$ cat src/rtl/sysinfo_pkg.sv
// Shared definitions for the system-information register block: widths,
// word offsets, CTRL bit positions and the address decoder.
package sysinfo_pkg;

  localparam int DATA_W = 32;
  localparam int ADDR_W = 4;
  localparam int CNT_W  = 64;

  localparam logic [ADDR_W-1:0] ADDR_SYSTEM_ID    = 4'd0;
  localparam logic [ADDR_W-1:0] ADDR_TIMESTAMP    = 4'd1;
  localparam logic [ADDR_W-1:0] ADDR_VERSION      = 4'd2;
  localparam logic [ADDR_W-1:0] ADDR_UPTIME_LO    = 4'd3;
  localparam logic [ADDR_W-1:0] ADDR_UPTIME_HI    = 4'd4;
  localparam logic [ADDR_W-1:0] ADDR_CTRL         = 4'd5;
  localparam logic [ADDR_W-1:0] ADDR_STATUS       = 4'd6;
  localparam logic [ADDR_W-1:0] ADDR_SCRATCH_BASE = 4'd8;

  localparam int CTRL_CLEAR_BIT  = 0;
  localparam int CTRL_FREEZE_BIT = 1;

  typedef enum logic [3:0] {
    SEL_NONE,
    SEL_SYSTEM_ID,
    SEL_TIMESTAMP,
    SEL_VERSION,
    SEL_UPTIME_LO,
    SEL_UPTIME_HI,
    SEL_CTRL,
    SEL_STATUS,
    SEL_SCRATCH
  } reg_sel_e;

  // Holes in the map (7 and scratch words beyond num_scratch) decode to SEL_NONE.
  function automatic reg_sel_e decode_addr(input logic [ADDR_W-1:0] addr,
                                           input int num_scratch);
    reg_sel_e sel;
    sel = SEL_NONE;
    case (addr)
      ADDR_SYSTEM_ID: sel = SEL_SYSTEM_ID;
      ADDR_TIMESTAMP: sel = SEL_TIMESTAMP;
      ADDR_VERSION:   sel = SEL_VERSION;
      ADDR_UPTIME_LO: sel = SEL_UPTIME_LO;
      ADDR_UPTIME_HI: sel = SEL_UPTIME_HI;
      ADDR_CTRL:      sel = SEL_CTRL;
      ADDR_STATUS:    sel = SEL_STATUS;
      default: begin
        if (addr >= ADDR_SCRATCH_BASE &&
            int'(addr - ADDR_SCRATCH_BASE) < num_scratch) begin
          sel = SEL_SCRATCH;
        end
      end
    endcase
    return sel;
  endfunction

endpackage

$ cat src/rtl/sysinfo_uptime_counter.sv
// 64-bit free-running uptime counter with clear, freeze and an upper-word
// shadow that is captured whenever the low word is read.
module sysinfo_uptime_counter
  import sysinfo_pkg::*;
(
  input  logic              clock_i,
  input  logic              reset_i,
  input  logic              clear_i,
  input  logic              freeze_we_i,
  input  logic              freeze_i,
  input  logic              latch_i,
  output logic [DATA_W-1:0] count_lo_o,
  output logic [DATA_W-1:0] shadow_o,
  output logic              freeze_o
);

  logic [CNT_W-1:0]  cnt_q, cnt_d;
  logic [DATA_W-1:0] shadow_q, shadow_d;
  logic              freeze_q, freeze_d;

  // Clear wins over freeze so a combined clear+freeze write parks the count at 0.
  always_comb begin
    cnt_d    = cnt_q;
    shadow_d = shadow_q;
    freeze_d = freeze_q;
    if (freeze_we_i) freeze_d = freeze_i;
    if (clear_i) begin
      cnt_d = '0;
    end else if (!freeze_q) begin
      cnt_d = cnt_q + CNT_W'(1);
    end
    if (latch_i) shadow_d = cnt_q[CNT_W-1:DATA_W];
  end

  always_ff @(posedge clock_i) begin
    if (reset_i) begin
      cnt_q    <= '0;
      shadow_q <= '0;
      freeze_q <= 1'b0;
    end else begin
      cnt_q    <= cnt_d;
      shadow_q <= shadow_d;
      freeze_q <= freeze_d;
    end
  end

  assign count_lo_o = cnt_q[DATA_W-1:0];
  assign shadow_o   = shadow_q;
  assign freeze_o   = freeze_q;

endmodule

$ cat src/rtl/sysinfo_regs.sv
// System-information register slave: build constants, uptime counter with
// CTRL/STATUS, and a small bank of byte-writable scratch words.
module sysinfo_regs
  import sysinfo_pkg::*;
#(
  parameter logic [31:0] SYSTEM_ID   = 32'h5AA5_0001,
  parameter logic [31:0] TIMESTAMP   = 32'd0,
  parameter logic [31:0] VERSION     = 32'h0001_0000,
  parameter int          NUM_SCRATCH = 4
) (
  input  logic              clock,
  input  logic              reset,
  input  logic [ADDR_W-1:0] address,
  input  logic              read,
  input  logic              write,
  input  logic [DATA_W-1:0] writedata,
  input  logic [3:0]        byteenable,
  output logic [DATA_W-1:0] readdata,
  output logic              readdatavalid
);

  // Bus contract: no backpressure. A read or write strobe is accepted in the
  // cycle it is high; an accepted read returns readdata with readdatavalid
  // exactly one cycle later. When both strobes are high only the read happens.
  reg_sel_e          sel;
  logic              rd_en, wr_en, ctrl_we;
  logic [DATA_W-1:0] rd_mux;
  logic [DATA_W-1:0] rdata_q, rdata_d;
  logic              rvalid_q, rvalid_d;
  logic [DATA_W-1:0] scratch_q [NUM_SCRATCH];
  logic [DATA_W-1:0] scratch_d [NUM_SCRATCH];
  logic [DATA_W-1:0] uptime_lo, uptime_shadow;
  logic              freeze;

  assign sel     = decode_addr(address, NUM_SCRATCH);
  assign rd_en   = read;
  assign wr_en   = write & ~read;
  assign ctrl_we = wr_en && (sel == SEL_CTRL) && byteenable[0];

  sysinfo_uptime_counter u_uptime (
    .clock_i     (clock),
    .reset_i     (reset),
    .clear_i     (ctrl_we & writedata[CTRL_CLEAR_BIT]),
    .freeze_we_i (ctrl_we),
    .freeze_i    (writedata[CTRL_FREEZE_BIT]),
    .latch_i     (rd_en && (sel == SEL_UPTIME_LO)),
    .count_lo_o  (uptime_lo),
    .shadow_o    (uptime_shadow),
    .freeze_o    (freeze)
  );

  always_comb begin
    for (int i = 0; i < NUM_SCRATCH; i++) begin
      scratch_d[i] = scratch_q[i];
      if (wr_en && (sel == SEL_SCRATCH) && (address[2:0] == 3'(i))) begin
        for (int b = 0; b < 4; b++) begin
          if (byteenable[b]) scratch_d[i][8*b +: 8] = writedata[8*b +: 8];
        end
      end
    end
  end

  always_comb begin
    rd_mux = '0;
    case (sel)
      SEL_SYSTEM_ID: rd_mux = SYSTEM_ID;
      SEL_TIMESTAMP: rd_mux = TIMESTAMP;
      SEL_VERSION:   rd_mux = VERSION;
      SEL_UPTIME_LO: rd_mux = uptime_lo;
      SEL_UPTIME_HI: rd_mux = uptime_shadow;
      SEL_CTRL:      rd_mux = {30'b0, freeze, 1'b0};
      SEL_STATUS:    rd_mux = {27'b0, 4'(NUM_SCRATCH), freeze};
      SEL_SCRATCH: begin
        for (int i = 0; i < NUM_SCRATCH; i++) begin
          if (address[2:0] == 3'(i)) rd_mux = scratch_q[i];
        end
      end
      default:       rd_mux = '0;
    endcase
  end

  always_comb begin
    rvalid_d = rd_en;
    rdata_d  = rd_en ? rd_mux : rdata_q;
  end

  always_ff @(posedge clock) begin
    if (reset) begin
      rdata_q  <= '0;
      rvalid_q <= 1'b0;
      for (int i = 0; i < NUM_SCRATCH; i++) scratch_q[i] <= '0;
    end else begin
      rdata_q  <= rdata_d;
      rvalid_q <= rvalid_d;
      for (int i = 0; i < NUM_SCRATCH; i++) scratch_q[i] <= scratch_d[i];
    end
  end

  // Masking by reset kills a response still in flight when reset rises
  // mid-stream, so nothing appears valid while reset is held.
  assign readdatavalid = rvalid_q & ~reset;
  assign readdata      = reset ? '0 : rdata_q;

endmodule
$ cat config.mk
export PLATFORM = sky130hd
export DESIGN_NAME = sysinfo_regs
export DESIGN_NICKNAME = d
export VERILOG_FILES = /design/src/rtl/sysinfo_pkg.sv /design/src/rtl/sysinfo_uptime_counter.sv /design/src/rtl/sysinfo_regs.sv
export SDC_FILE = /design/constraint.sdc
export NUM_CORES = 1
export LEC_CHECK = 0
export BUFFER_PORTS_ARGS = -buffer_cell sky130_fd_sc_hd__buf_4
export CAP_MARGIN = 20
export CORE_ASPECT_RATIO = 0.5
export CORE_MARGIN = 2
export CORE_UTILIZATION = 35
export DETAILED_ROUTE_END_ITERATION = 10
export PLACE_DENSITY_LB_ADDON = 0.12
export SYNTH_ARGS = -nofsm -noshare
export SYNTH_HDL_FRONTEND = slang
export SYNTH_SLANG_ARGS = --single-unit
$ cat constraint.sdc
create_clock -name clock -period 6.5 [get_ports clock]
set_clock_uncertainty 0.2 [all_clocks]
set_input_delay 0.325 -clock clock [delete_from_list [all_inputs] [get_ports clock]]
set_output_delay 0.325 -clock clock [all_outputs]
set_load 0.01 [all_outputs]
==> results.md, run 1 <==
* Area of the core at 31,700 um2
* Net count, final at 1,419
* CTS tree: yes
* Distinct cell type count after synthesis at 48
* Worst path buffer plus inverter count at 0
* Antenna Violating Nets Remaining at 0
* Delay of the slowest cell on the worst path at 0.75 ns
* Slowest stage cell on the critical path: or4_1
* Min setup slack post-route at 3.67 ns
* Max_cap viols at 0
* Cell depth of the worst hold path at 3
* Top cells by instance count after synthesis: dfxtp_1 (258), nand2_1 (239), a21oi_1 (201)
* Sequential fraction of the synthesis area at 45.9%
* Kind of start point of the critical path: register
* Largest net degree at the start of global routing at 119
* Launch instance of the worst min-delay path: byteenable[0]
* Post-layout power at 3.22 mW
* Routed wirelength normalized by instance count at 19.1 um
* Clock tree root buffer cell: clkbuf_16
* Total grt overflow at 0
* Worst reg2reg path startpoint: u_uptime.cnt_q[8]
* Mean area per synthesized cell at 8.49 um2
* Unrepaired setup endpoints after global routing: no
* Final number of max-transition violations at 0
* Number of placed instances with taps included at 1,746
* Synthesized net count at 1,370
* Post-detailed-route DRC marker count at 0
* Number of synthesized flops with an enable pin at 0
* Reg-to-Reg End: u_uptime.cnt_q[35]
* Top_reg_cell synth: dfxtp_1
* DP Worst Slack at 3.38 ns
* CP Class: register to register
* DR pass1 iterations at 5
* IR Drop Worst-Case VDD at 0.151 mV
* Number of H-tree levels at 1
* Via Count at 10,100
* R2R depth at 5
* Number of resized instances in the post-cts repair step at 0
* Smallest hold slack at 0.0354 ns
* Endpoint kind of the worst setup timing path: register
* Arrival @ worst endpoint at 3.09 ns
* Maximum buffer depth of the clock tree at 3
* Maximum achievable frequency at 0.353 GHz
* Hold Vio Cnt, Final at 0
* RePlAce Congestion at 0.811
* Buffers on Ports at 76
* Clock buffers created by TritonCTS at 25
* Via count of the first global-routing pass at 9,587
* Die width at 258 um
* First-pass GRT wire length at 54,600 um
* Post-Place Cell Area at 12,100 um2
* Status: finished clean
* Total detailed-routing wirelength at 34,800 um
* Warning count from the yosys run at 0
* Endpoint with the worst hold slack: scratch_q[3][5]
* Synthesized netlist cell count at 1,325
* Synth top area share at 45.9%
* Crit-path max FO at 30
* Clk slew on worst S/H paths at 0.07 ns
* Share of the clock period used by the worst path after layout at 43.5%
* Slew at the pin closest to its max-slew limit at 0.934 ns
* Fraction of registers with async set/reset at 0%
* Hold Path Class: input port to register
* Most numerous cell on the critical path: or4_1
* Cell area after synthesis at 11,300 um2
* Setup TNS at 0 ns
* Data required time of the worst path at 6.76 ns
* Cell type group with the largest total delay on the critical path: simple AND/OR/NAND/NOR gates
* Detailed Route Iter0 Violations at 959
* Post-route non-filler standard cell count at 1,824
* Cell Chain, Critical Path: nand4_2 > or4_1 > or2_4 > or4_1 > a21oi_1
* Full die area at 33,700 um2
* Per-cell via count in the routed design at 5.53
* Global router's overall resource usage at 20.5%
* Library cell with the highest instance count after synthesis: dfxtp_1
* Rows at 46
* Final cell utilization of the core at 41.9%
* Leak at 4.21 nW
* Top Ports at 77
* Floorplan die height at 131 um
* Non-Filler Cell Area, Final at 13,300 um2
* Half-perimeter wire length after placement at 22,200 um
* PD cells at 242 nW/um2
* Top cells by area in the synthesized netlist: dfxtp_1 (46%), a21oi_1 (8.9%), nand2_1 (8.0%)
* Synthesis-to-finish area growth at 17.9%
* Effective utilization at floorplan at 35.5%
* Seq cells post-synth at 258
* Share of final-layout standard cells stronger than drive strength 1 at 12.7%
* Relative slew slack at 37.7%
* Source-to-sink clock delay at the later pin of the worst-skew pair at 0.54 ns
* Post-synthesis cell type with the largest combined area: dfxtp_1
* Initial antenna violation count at 0
* Number of diodes added for antenna fixing at 0
* Reg-to-reg setup timing slack at 3.67 ns
* Number of clock sinks seen by CTS at 258
* Final setup violation count at 0
* Period minus WS final at 2.83 ns
routing by layer:
metal / vias to the layer above / global-route usage (%) / share of wire [%]
met5: - / 0 / 0
met4: 0 / 5.20 / 2.0
met3: 52 / 2.64 / 5.2
met2: 261 / 32.1 / 44
met1: 4925 / 30.0 / 49
li1: 4845 / - / -
area by class of cell:
type                       instances  area [um2]
fill                            3228       18400
clock buffer                      33         676
multi-input combinational        951        5680
timing repair buffer             123        1030
inverter                          15        56.3
sequential                       258        5160
tap                              432         541
clock inverter                    12         123
worst reg2reg max path, delay by kind of cell, from the launching register on:
family	cells	cell delay, ns
simple gates	4	1.92
flops	1	0.47
compound gates	1	0.16
placed cells by master (no fill, tap or decap), drive strengths merged, types with 2 or more instances in the layout:
cell type	count
nor4	9
buf	91
nand4	23
xnor2	16
and2	2
a21oi	201
clkbuf	33
nor2b	36
or2	3
nor3	10
dfxtp	258
dlygate4sd3	32
mux2i	6
and3	8
or4	14
clkinvlp	2
bufinv	2
mux4	32
clkinv	8
inv	15
o2bb2ai	32
xor2	19
nand2	239
o31ai	14
a222oi	21
nor2	54
o21ai	23
or3	14
nand4bb	2
nand3	154
and4	4
power by group:
part           internal, mW  switching (mW)
clock network         0.815           0.646
logic                0.0561           0.109
registers              1.59         0.00380
kinds of logic after synthesis:
group	synth area share (%)
flip-flops	45.9
XOR/XNOR	2.72
buffers and inverters	4.02
AO/OA/AOI/OAI	15.8
adder cells (fa/ha/maj)	0.111
multiplexers	6.94
AND/OR/NAND/NOR	24.5
flip-flops by register name (all words and copies together) (netlist names):
| signal | flops |
|---|---|
| u_uptime.shadow_o | 32 |
| rdata_q | 32 |
| rvalid_q | 1 |
| u_uptime.cnt_q | 64 |
| u_uptime.freeze_o | 1 |
| scratch_q | 128 |
worst max-delay path by stage:
stage | startpoint | to | slack (ns) | depth (start not counted)
4_1_cts | u_uptime.cnt_q[8] | u_uptime.cnt_q[35] | 3.69 | 5
6_report | u_uptime.cnt_q[8] | u_uptime.cnt_q[35] | 3.67 | 5
3_3_place_gp | read | rdata_q[5] | 3.48 | 6
3_5_place_dp | read | rdata_q[13] | 3.38 | 6
5_1_grt | u_uptime.cnt_q[39] | u_uptime.cnt_q[51] | 3.41 | 5
2_1_floorplan | u_uptime.cnt_q[8] | u_uptime.cnt_q[59] | 4.02 | 7
what timing repair did:
action,CTS,global route
endpoints found under the hold margin,129,0
hold buffers,32,0
endpoints found under the setup margin,0,0
buffers inserted,0,0
Power figures use the tool's default switching activity.
==> run 2, diff against run 1 <==
==> constraint.sdc (replaced) <==
create_clock -name clock -period 2.7 [get_ports clock]
set_clock_uncertainty 0.2 [all_clocks]
set_input_delay 0.135 -clock clock [delete_from_list [all_inputs] [get_ports clock]]
set_output_delay 0.135 -clock clock [all_outputs]
set_load 0.01 [all_outputs]
==> run 2 against run 1 <==
Flip-flop and latch count is the same. Sequential share of layout area decreased by 1.5 points. Routed wire length rose by 2.3%. Non-clock buffer count rose by 46. Via count rose by 2.6%. Power rose to 2.5 times the previous value. Clock power increased to 2.7 times the previous value. Final area grew 4.1%. Critical endpoint is now scratch_q[2][20]. Sequential power increased by 140%. Highest routed layer unchanged.
==> results.md, run 2 (same netlist as run 1, synthesis figures left out) <==
* Switching power at 1.85 mW (+140%)
* Filler Cell Count at 3,135 (-2.9%)
* IR Drop Worst-Case VDD at 0.434 mV (+190%)
* Endpoint with the worst hold slack: rdata_q[16]
* Clock tree root buffer cell: clkbuf_16
* Final number of max-transition violations at 0 (unchanged)
* Half-perimeter wire length after placement at 23,400 um (+5.5%)
* Global router's overall resource usage at 20.9% (+0.35 points)
* Initial antenna violation count at 1 (+1)
* Crit-path max FO at 27 (-10%)
* Clk slew on worst S/H paths at 0.06 ns (about the same)
* Arrival @ worst endpoint at 2.84 ns (-0.25 ns)
* Slowest stage cell on the critical path: dlygate4sd3_1
* Number of clock sinks seen by CTS at 258 (unchanged)
* Kind of start point of the critical path: input port
* Antenna Violating Nets Remaining at 0 (unchanged)
* Endpoint kind of the worst setup timing path: register
* Post-detailed-route DRC marker count at 0 (unchanged)
* Status: finished clean
* Number of flip-flops in the largest register at 128 (unchanged)
* Total grt overflow at 0 (unchanged)
* Maximum achievable frequency at 0.389 GHz
* Slew at the pin closest to its max-slew limit at 0.574 ns (-0.361 ns)
* Relative slew slack at 61.4% (+24 points)
* Net count, final at 1,466 (+3.3%)
* Max_cap viols at 0 (unchanged)
* Top flop regs: scratch_q x128, u_uptime.cnt_q x64
* Effective utilization at floorplan at 35.5% (unchanged)
* Reg-to-reg setup timing slack at 0.14 ns (-3.53 ns)
* PD cells at 591 nW/um2 (+140%)
* Rows at 46 (unchanged)
* Hold Vio Cnt, Final at 0 (unchanged)
* Launch instance of the worst min-delay path: address[3]
* Synthesis-to-finish area growth at 22.7%
* CP Class: input port to register
* Hold Path Class: input port to register
* Delay of the slowest cell on the worst path at 0.58 ns (-0.17 ns)
* Via count of the first global-routing pass at 9,718 (+1.4%)
* Final setup violation count at 0 (unchanged)
* RePlAce Congestion at 0.850 (+4.7%)
* Per-cell via count in the routed design at 5.53 (about the same)
* Unrepaired setup endpoints after global routing: no
* Most common cell after layout, fill and taps aside: dfxtp_1
* Cell Chain, Critical Path: dlygate4sd3_1 > buf_4 > nand4bb_1 > nor3b_2 > buf_12 > buf_4 > nand3_1 > dlygate4sd3_1 > a21oi_1
* Area of the core at 31,700 um2 (unchanged)
* Full die area at 33,700 um2 (unchanged)
* Leak at 4.45 nW (+5.7%)
* Smallest hold slack at 0.0393 ns (+0.00388 ns)
* Setup TNS at 0 ns (unchanged)
* Cell depth of the worst hold path at 4 (+1)
* Period minus WS final at 2.57 ns
* First-pass GRT wire length at 55,200 um (+0.97%)
* DR pass1 iterations at 7 (+2)
* Total detailed-routing wirelength at 35,600 um (+2.3%)
* Logic pwr share at 5.2% (about the same)
* R2R depth at 5 (unchanged)
* Largest net degree at the start of global routing at 101 (-15%)
* Data required time of the worst path at 2.97 ns (-3.79 ns)
* Top reg by flops: scratch_q
* Maximum buffer depth of the clock tree at 3 (unchanged)
* Detailed Route Iter0 Violations at 926 (-3.4%)
* CTS tree: yes
* Share of final-layout standard cells stronger than drive strength 1 at 14.2% (+1.5 points)
* Via Count at 10,300 (+2.6%)
* Portion of total power attributed to the clock network at 47.9% (+2.5 points)
* Routed wirelength normalized by instance count at 19.0 um (-0.35%)
* Switching share of power at 22.6% (-0.98 points)
* Reg-to-Reg End: u_uptime.cnt_q[45]
* Number of H-tree levels at 1 (unchanged)
* Share of the clock period used by the worst path after layout at 95.1%
* Top Ports at 77 (unchanged)
* Clock buffers created by TritonCTS at 26 (+4.0%)
* Buffers on Ports at 76 (unchanged)
* Internal power component at 6.32 mW (+160%)
* Source-to-sink clock delay at the later pin of the worst-skew pair at 0.54 ns (about the same)
* Share of total power in sequential cells at 46.9% (-2.5 points)
* Floorplan die height at 131 um (unchanged)
* Most used cells in the layout excluding fill and tap cells: dfxtp_1 (258), nand2_1 (239), a21oi_1 (201)
* Die width at 258 um (unchanged)
* Worst reg2reg path startpoint: u_uptime.cnt_q[9]
run 2: changes by cell type in the layout (fill, tap and decap cells not counted), sizes merged:
cell	delta
buf	+27
bufinv	+3
clkbuf	+3
clkinv	-3
diode	+1
dlygate4sd3	+19
inv	-1
run 2: what timing repair did:
| action | in CTS | in global routing |
|---|---|---|
| gates resized for setup | 0 | 0 |
| hold buffers | 51 | 0 |
| hold endpoints to repair | 166 | 0 |
| setup endpoints to repair | 0 | 0 |
| buffers inserted | 0 | 0 |
run 2: area by class of cell:
type / count / area (um2) / area share, %
sequential: 258 / 5160 / 37.4
inverter: 15 / 56.3 / 0.408
multi-input combinational: 951 / 5680 / 41.1
clock inverter: 11 / 185 / 1.34
timing repair buffer: 169 / 1460 / 10.6
tap: 432 / 541 / 3.91
antenna: 1 / 2.50 / 0.0181
clock buffer: 36 / 719 / 5.21
run 2: power by group through the flow:
stage / clock (mW) / sequential [mW] / combinational, mW
after detailed placement: 0 / 3.91 / 0.377
after global routing: 4.15 / 3.83 / 0.459
after CTS: 3.98 / 3.83 / 0.427
after floorplan: 0 / 3.91 / 0.209
final: 3.91 / 3.83 / 0.427
after global placement: 0 / 3.91 / 0.373
run 2: worst max-delay path by stage:
stage | depth (start not counted) | from | end
floorplan | 7 | u_uptime.cnt_q[8] | u_uptime.cnt_q[59]
global placement | 5 | u_uptime.cnt_q[9] | u_uptime.cnt_q[63]
detailed placement | 5 | u_uptime.cnt_q[9] | u_uptime.cnt_q[45]
CTS | 5 | u_uptime.cnt_q[9] | u_uptime.cnt_q[45]
global route | 5 | u_uptime.cnt_q[9] | u_uptime.cnt_q[53]
finish | 9 | address[2] | scratch_q[2][20]
run 2: metal layers:
layer | track usage, % | routed length, um | up-vias
li1 | - | - | 4932
met4 | 4.49 | 660 | 0
met5 | 0 | 0 | -
met3 | 2.76 | 1850 | 59
met1 | 30.3 | 17100 | 5100
met2 | 33.2 | 16000 | 258
run 2: per-stage QoR:
stage	util, %	worst slack, ns	cells	total power [mW]	cell area, um2
after floorplan	-	0.221	1325	4.12	11300
after global placement	39.2	0.204	1774	4.29	12400
after detailed placement	39.2	0.168	1774	4.29	12400
after CTS	43.6	0.144	1872	8.24	13800
after global routing	43.6	0.0125	1873	8.44	13800
final	43.6	0.131	1873	8.16	13800
run 2: worst max-delay path: cells and delay by family:
| family | cells | cell delay [ns] |
|---|---|---|
| compound gates | 1 | 0.12 |
| buf+inv | 5 | 1.75 |
| simple gates | 3 | 0.81 |
==> run 3, diff against run 2 <==
--- a/config.mk
+++ b/config.mk
@@ -10,6 +10,7 @@
 export CORE_ASPECT_RATIO = 0.5
 export CORE_MARGIN = 2
 export CORE_UTILIZATION = 35
+export CTS_BUF_LIST = sky130_fd_sc_hd__clkbuf_8
 export DETAILED_ROUTE_END_ITERATION = 10
 export PLACE_DENSITY_LB_ADDON = 0.12
 export SYNTH_ARGS = -nofsm -noshare
==> run 3 against run 2 <==
Global-route usage is 0.38 points higher. Combinational power is essentially flat. Die area is the same. Non-clock buffer count stayed put. Register-to-register slack is essentially flat. Worst setup slack gained 0.020 ns. Clock-buffer cell count grew 16. Critical path type is now register to register. Fmax grew 0.78%. First-iteration DRC count increased by 6.7%. Power decreased by 7.0%.
==> results.md, run 3 (same netlist as run 1, synthesis figures left out) <==
* Largest net degree at the start of global routing at 101 (unchanged)
* Number of diodes added for antenna fixing at 0 (-1)
* Total grt overflow at 0 (unchanged)
* Hold Vio Cnt, Final at 0 (unchanged)
* Number of resized instances in the post-cts repair step at 0 (unchanged)
* Via count of the first global-routing pass at 9,882 (+1.7%)
* Final number of max-transition violations at 0 (unchanged)
* Floorplan die height at 131 um (unchanged)
* Top reg by flops: scratch_q
* Per-cell via count in the routed design at 5.48 (-0.75%)
* Most common cell after layout, fill and taps aside: dfxtp_1
* Unrepaired setup endpoints after global routing: no
* Hold Path Class: input port to register
* Status: finished clean
* Data required time of the worst path at 2.99 ns (+0.02 ns)
* DR pass1 iterations at 5 (-2)
* Endpoint kind of the worst setup timing path: register
* DP Worst Slack at 0.168 ns (unchanged)
* Switching share of power at 24.9% (+2.3 points)
* Slowest stage cell on the critical path: or4_1
* Period minus WS final at 2.55 ns (-0.0198 ns)
* Area of the core at 31,700 um2 (unchanged)
* Routed wirelength normalized by instance count at 19.0 um (-0.11%)
* Die width at 258 um (unchanged)
* Number of flip-flops in the largest register at 128 (unchanged)
* Cell depth of the worst hold path at 4 (unchanged)
* Endpoint with the worst hold slack: rdata_q[4]
* Top Ports at 77 (unchanged)
* Share of the clock period used by the worst path after layout at 94.4% (-0.73 points)
* Logic pwr share at 5.6% (+0.4 points)
* Effective utilization at floorplan at 35.5% (unchanged)
* Switching power at 1.89 mW (+2.4%)
* Total detailed-routing wirelength at 36,000 um (+1.2%)
* Arrival @ worst endpoint at 2.83 ns (about the same)
* Cell Chain, Critical Path: nand4_2 > or4_1 > or2_4 > or4_1 > a21oi_1
* Relative slew slack at 61.7% (+0.28 points)
* Net count, final at 1,481 (+1.0%)
* Post-detailed-route DRC marker count at 0 (unchanged)
* RePlAce Congestion at 0.850 (unchanged)
* Min setup slack post-route at 0.151 ns (+0.0198 ns)
* Most numerous cell on the critical path: or4_1
* Number of clock sinks seen by CTS at 258 (unchanged)
* Full die area at 33,700 um2 (unchanged)
* Final setup violation count at 0 (unchanged)
* Crit-path max FO at 30 (+11%)
* Number of H-tree levels at 2 (+1)
* Share of final-layout standard cells stronger than drive strength 1 at 14.9% (+0.77 points)
* Source-to-sink clock delay at the later pin of the worst-skew pair at 0.58 ns (+0.04 ns)
* Slew at the pin closest to its max-slew limit at 0.569 ns (-0.00416 ns)
* Filler Cell Count at 3,171 (+1.1%)
* Worst reg2reg path startpoint: u_uptime.cnt_q[9]
* Delay of the slowest cell on the worst path at 0.57 ns (about the same)
* Global router's overall resource usage at 21.2% (+0.38 points)
* First-pass GRT wire length at 55,700 um (+1.0%)
* Internal power component at 5.70 mW (-9.7%)
* Launch instance of the worst min-delay path: address[1]
* Portion of total power attributed to the clock network at 43.9% (-4.0 points)
* Synthesis-to-finish area growth at 21.8%
* Via Count at 10,400 (+0.58%)
* Initial antenna violation count at 0 (-1)
* Kind of start point of the critical path: register
* CTS tree: yes
* PD cells at 554 nW/um2 (-6.3%)
* Top flop regs: scratch_q x128, u_uptime.cnt_q x64
* Most used cells in the layout excluding fill and tap cells: dfxtp_1 (258), nand2_1 (239), a21oi_1 (201)
* Maximum buffer depth of the clock tree at 3 (unchanged)
* Setup TNS at 0 ns (unchanged)
* Clock buffers created by TritonCTS at 41 (+58%)
* R2R depth at 5 (unchanged)
* Maximum achievable frequency at 0.392 GHz (+0.78%)
* Clk slew on worst S/H paths at 0.06 ns (about the same)
* Antenna Violating Nets Remaining at 0 (unchanged)
* Reg-to-reg setup timing slack at 0.15 ns (about the same)
* Buffers on Ports at 76 (unchanged)
* Reg-to-Reg End: u_uptime.cnt_q[63]
* IR Drop Worst-Case VDD at 0.272 mV (-37%)
* Rows at 46 (unchanged)
* Detailed Route Iter0 Violations at 988 (+6.7%)
* Leak at 4.50 nW (+1.0%)
* Share of total power in sequential cells at 50.4% (+3.5 points)
* Max_cap viols at 0 (unchanged)
* Clock tree root buffer cell: clkbuf_8
* Half-perimeter wire length after placement at 23,400 um (unchanged)
* CP Class: register to register
## run 3: worst max path at each step
| stage | start | to | slack [ns] | depth (start not counted) |
|---|---|---|---|---|
| floorplan | u_uptime.cnt_q[8] | u_uptime.cnt_q[59] | 0.22 | 7 |
| global placement | u_uptime.cnt_q[9] | u_uptime.cnt_q[63] | 0.20 | 5 |
| detailed placement | u_uptime.cnt_q[9] | u_uptime.cnt_q[45] | 0.17 | 5 |
| CTS | u_uptime.cnt_q[9] | u_uptime.cnt_q[45] | 0.15 | 5 |
| global route | u_uptime.cnt_q[9] | u_uptime.cnt_q[53] | 0.01 | 5 |
| finish | u_uptime.cnt_q[9] | u_uptime.cnt_q[63] | 0.15 | 5 |
## run 3: stage by stage
| step | power (mW) | utilization [%] | cells | hold slack, ns | cell area (um2) |
|---|---|---|---|---|---|
| detailed placement | 4.29 | 39.2 | 1774 | 0.227 | 12400 |
| finish | 7.59 | 43.3 | 1898 | 0.112 | 13700 |
| CTS | 7.68 | 43.3 | 1898 | 0.0838 | 13700 |
| floorplan | 4.12 | - | 1325 | 0.0789 | 11300 |
| global placement | 4.29 | 39.2 | 1774 | 0.221 | 12400 |
| global route | 7.88 | 43.3 | 1898 | 0.132 | 13700 |
## run 3: area by class of cell
class / count / area (um2) / share of cell area, %
Sequential cell: 258 / 5160 / 37.7
Timing Repair Buffer: 169 / 1460 / 10.7
Inverter: 15 / 56.3 / 0.411
Clock buffer: 52 / 716 / 5.22
Clock inverter: 21 / 83.8 / 0.612
Multi-Input combinational cell: 951 / 5680 / 41.4
Tap cell: 432 / 541 / 3.94
## run 3: power groups by stage
stage	Combinational, mW	Sequential [mW]	Clock, mW
final	0.427	3.83	3.33
after global routing	0.460	3.83	3.59
after CTS	0.429	3.83	3.42
after detailed placement	0.377	3.91	0
after global placement	0.373	3.91	0
after floorplan	0.209	3.91	0
## run 3: layer usage
metal / GRT usage, % / wire [um]
met1: 30.6 / 17100
met2: 33.0 / 15900
met3: 3.45 / 2410
met4: 5.92 / 589
met5: 0 / 0
## run 3: repair_timing
item	CTS	global route
hold buffers	51	0
endpoints found under the hold margin	179	0
setup buffers	0	0
## run 3: critical path, delay by kind of cell (launching register included)
| kind | cells | cell delay, ns |
|---|---|---|
| simple gates | 4 | 1.68 |
| flops | 1 | 0.44 |
| compound gates | 1 | 0.14 |
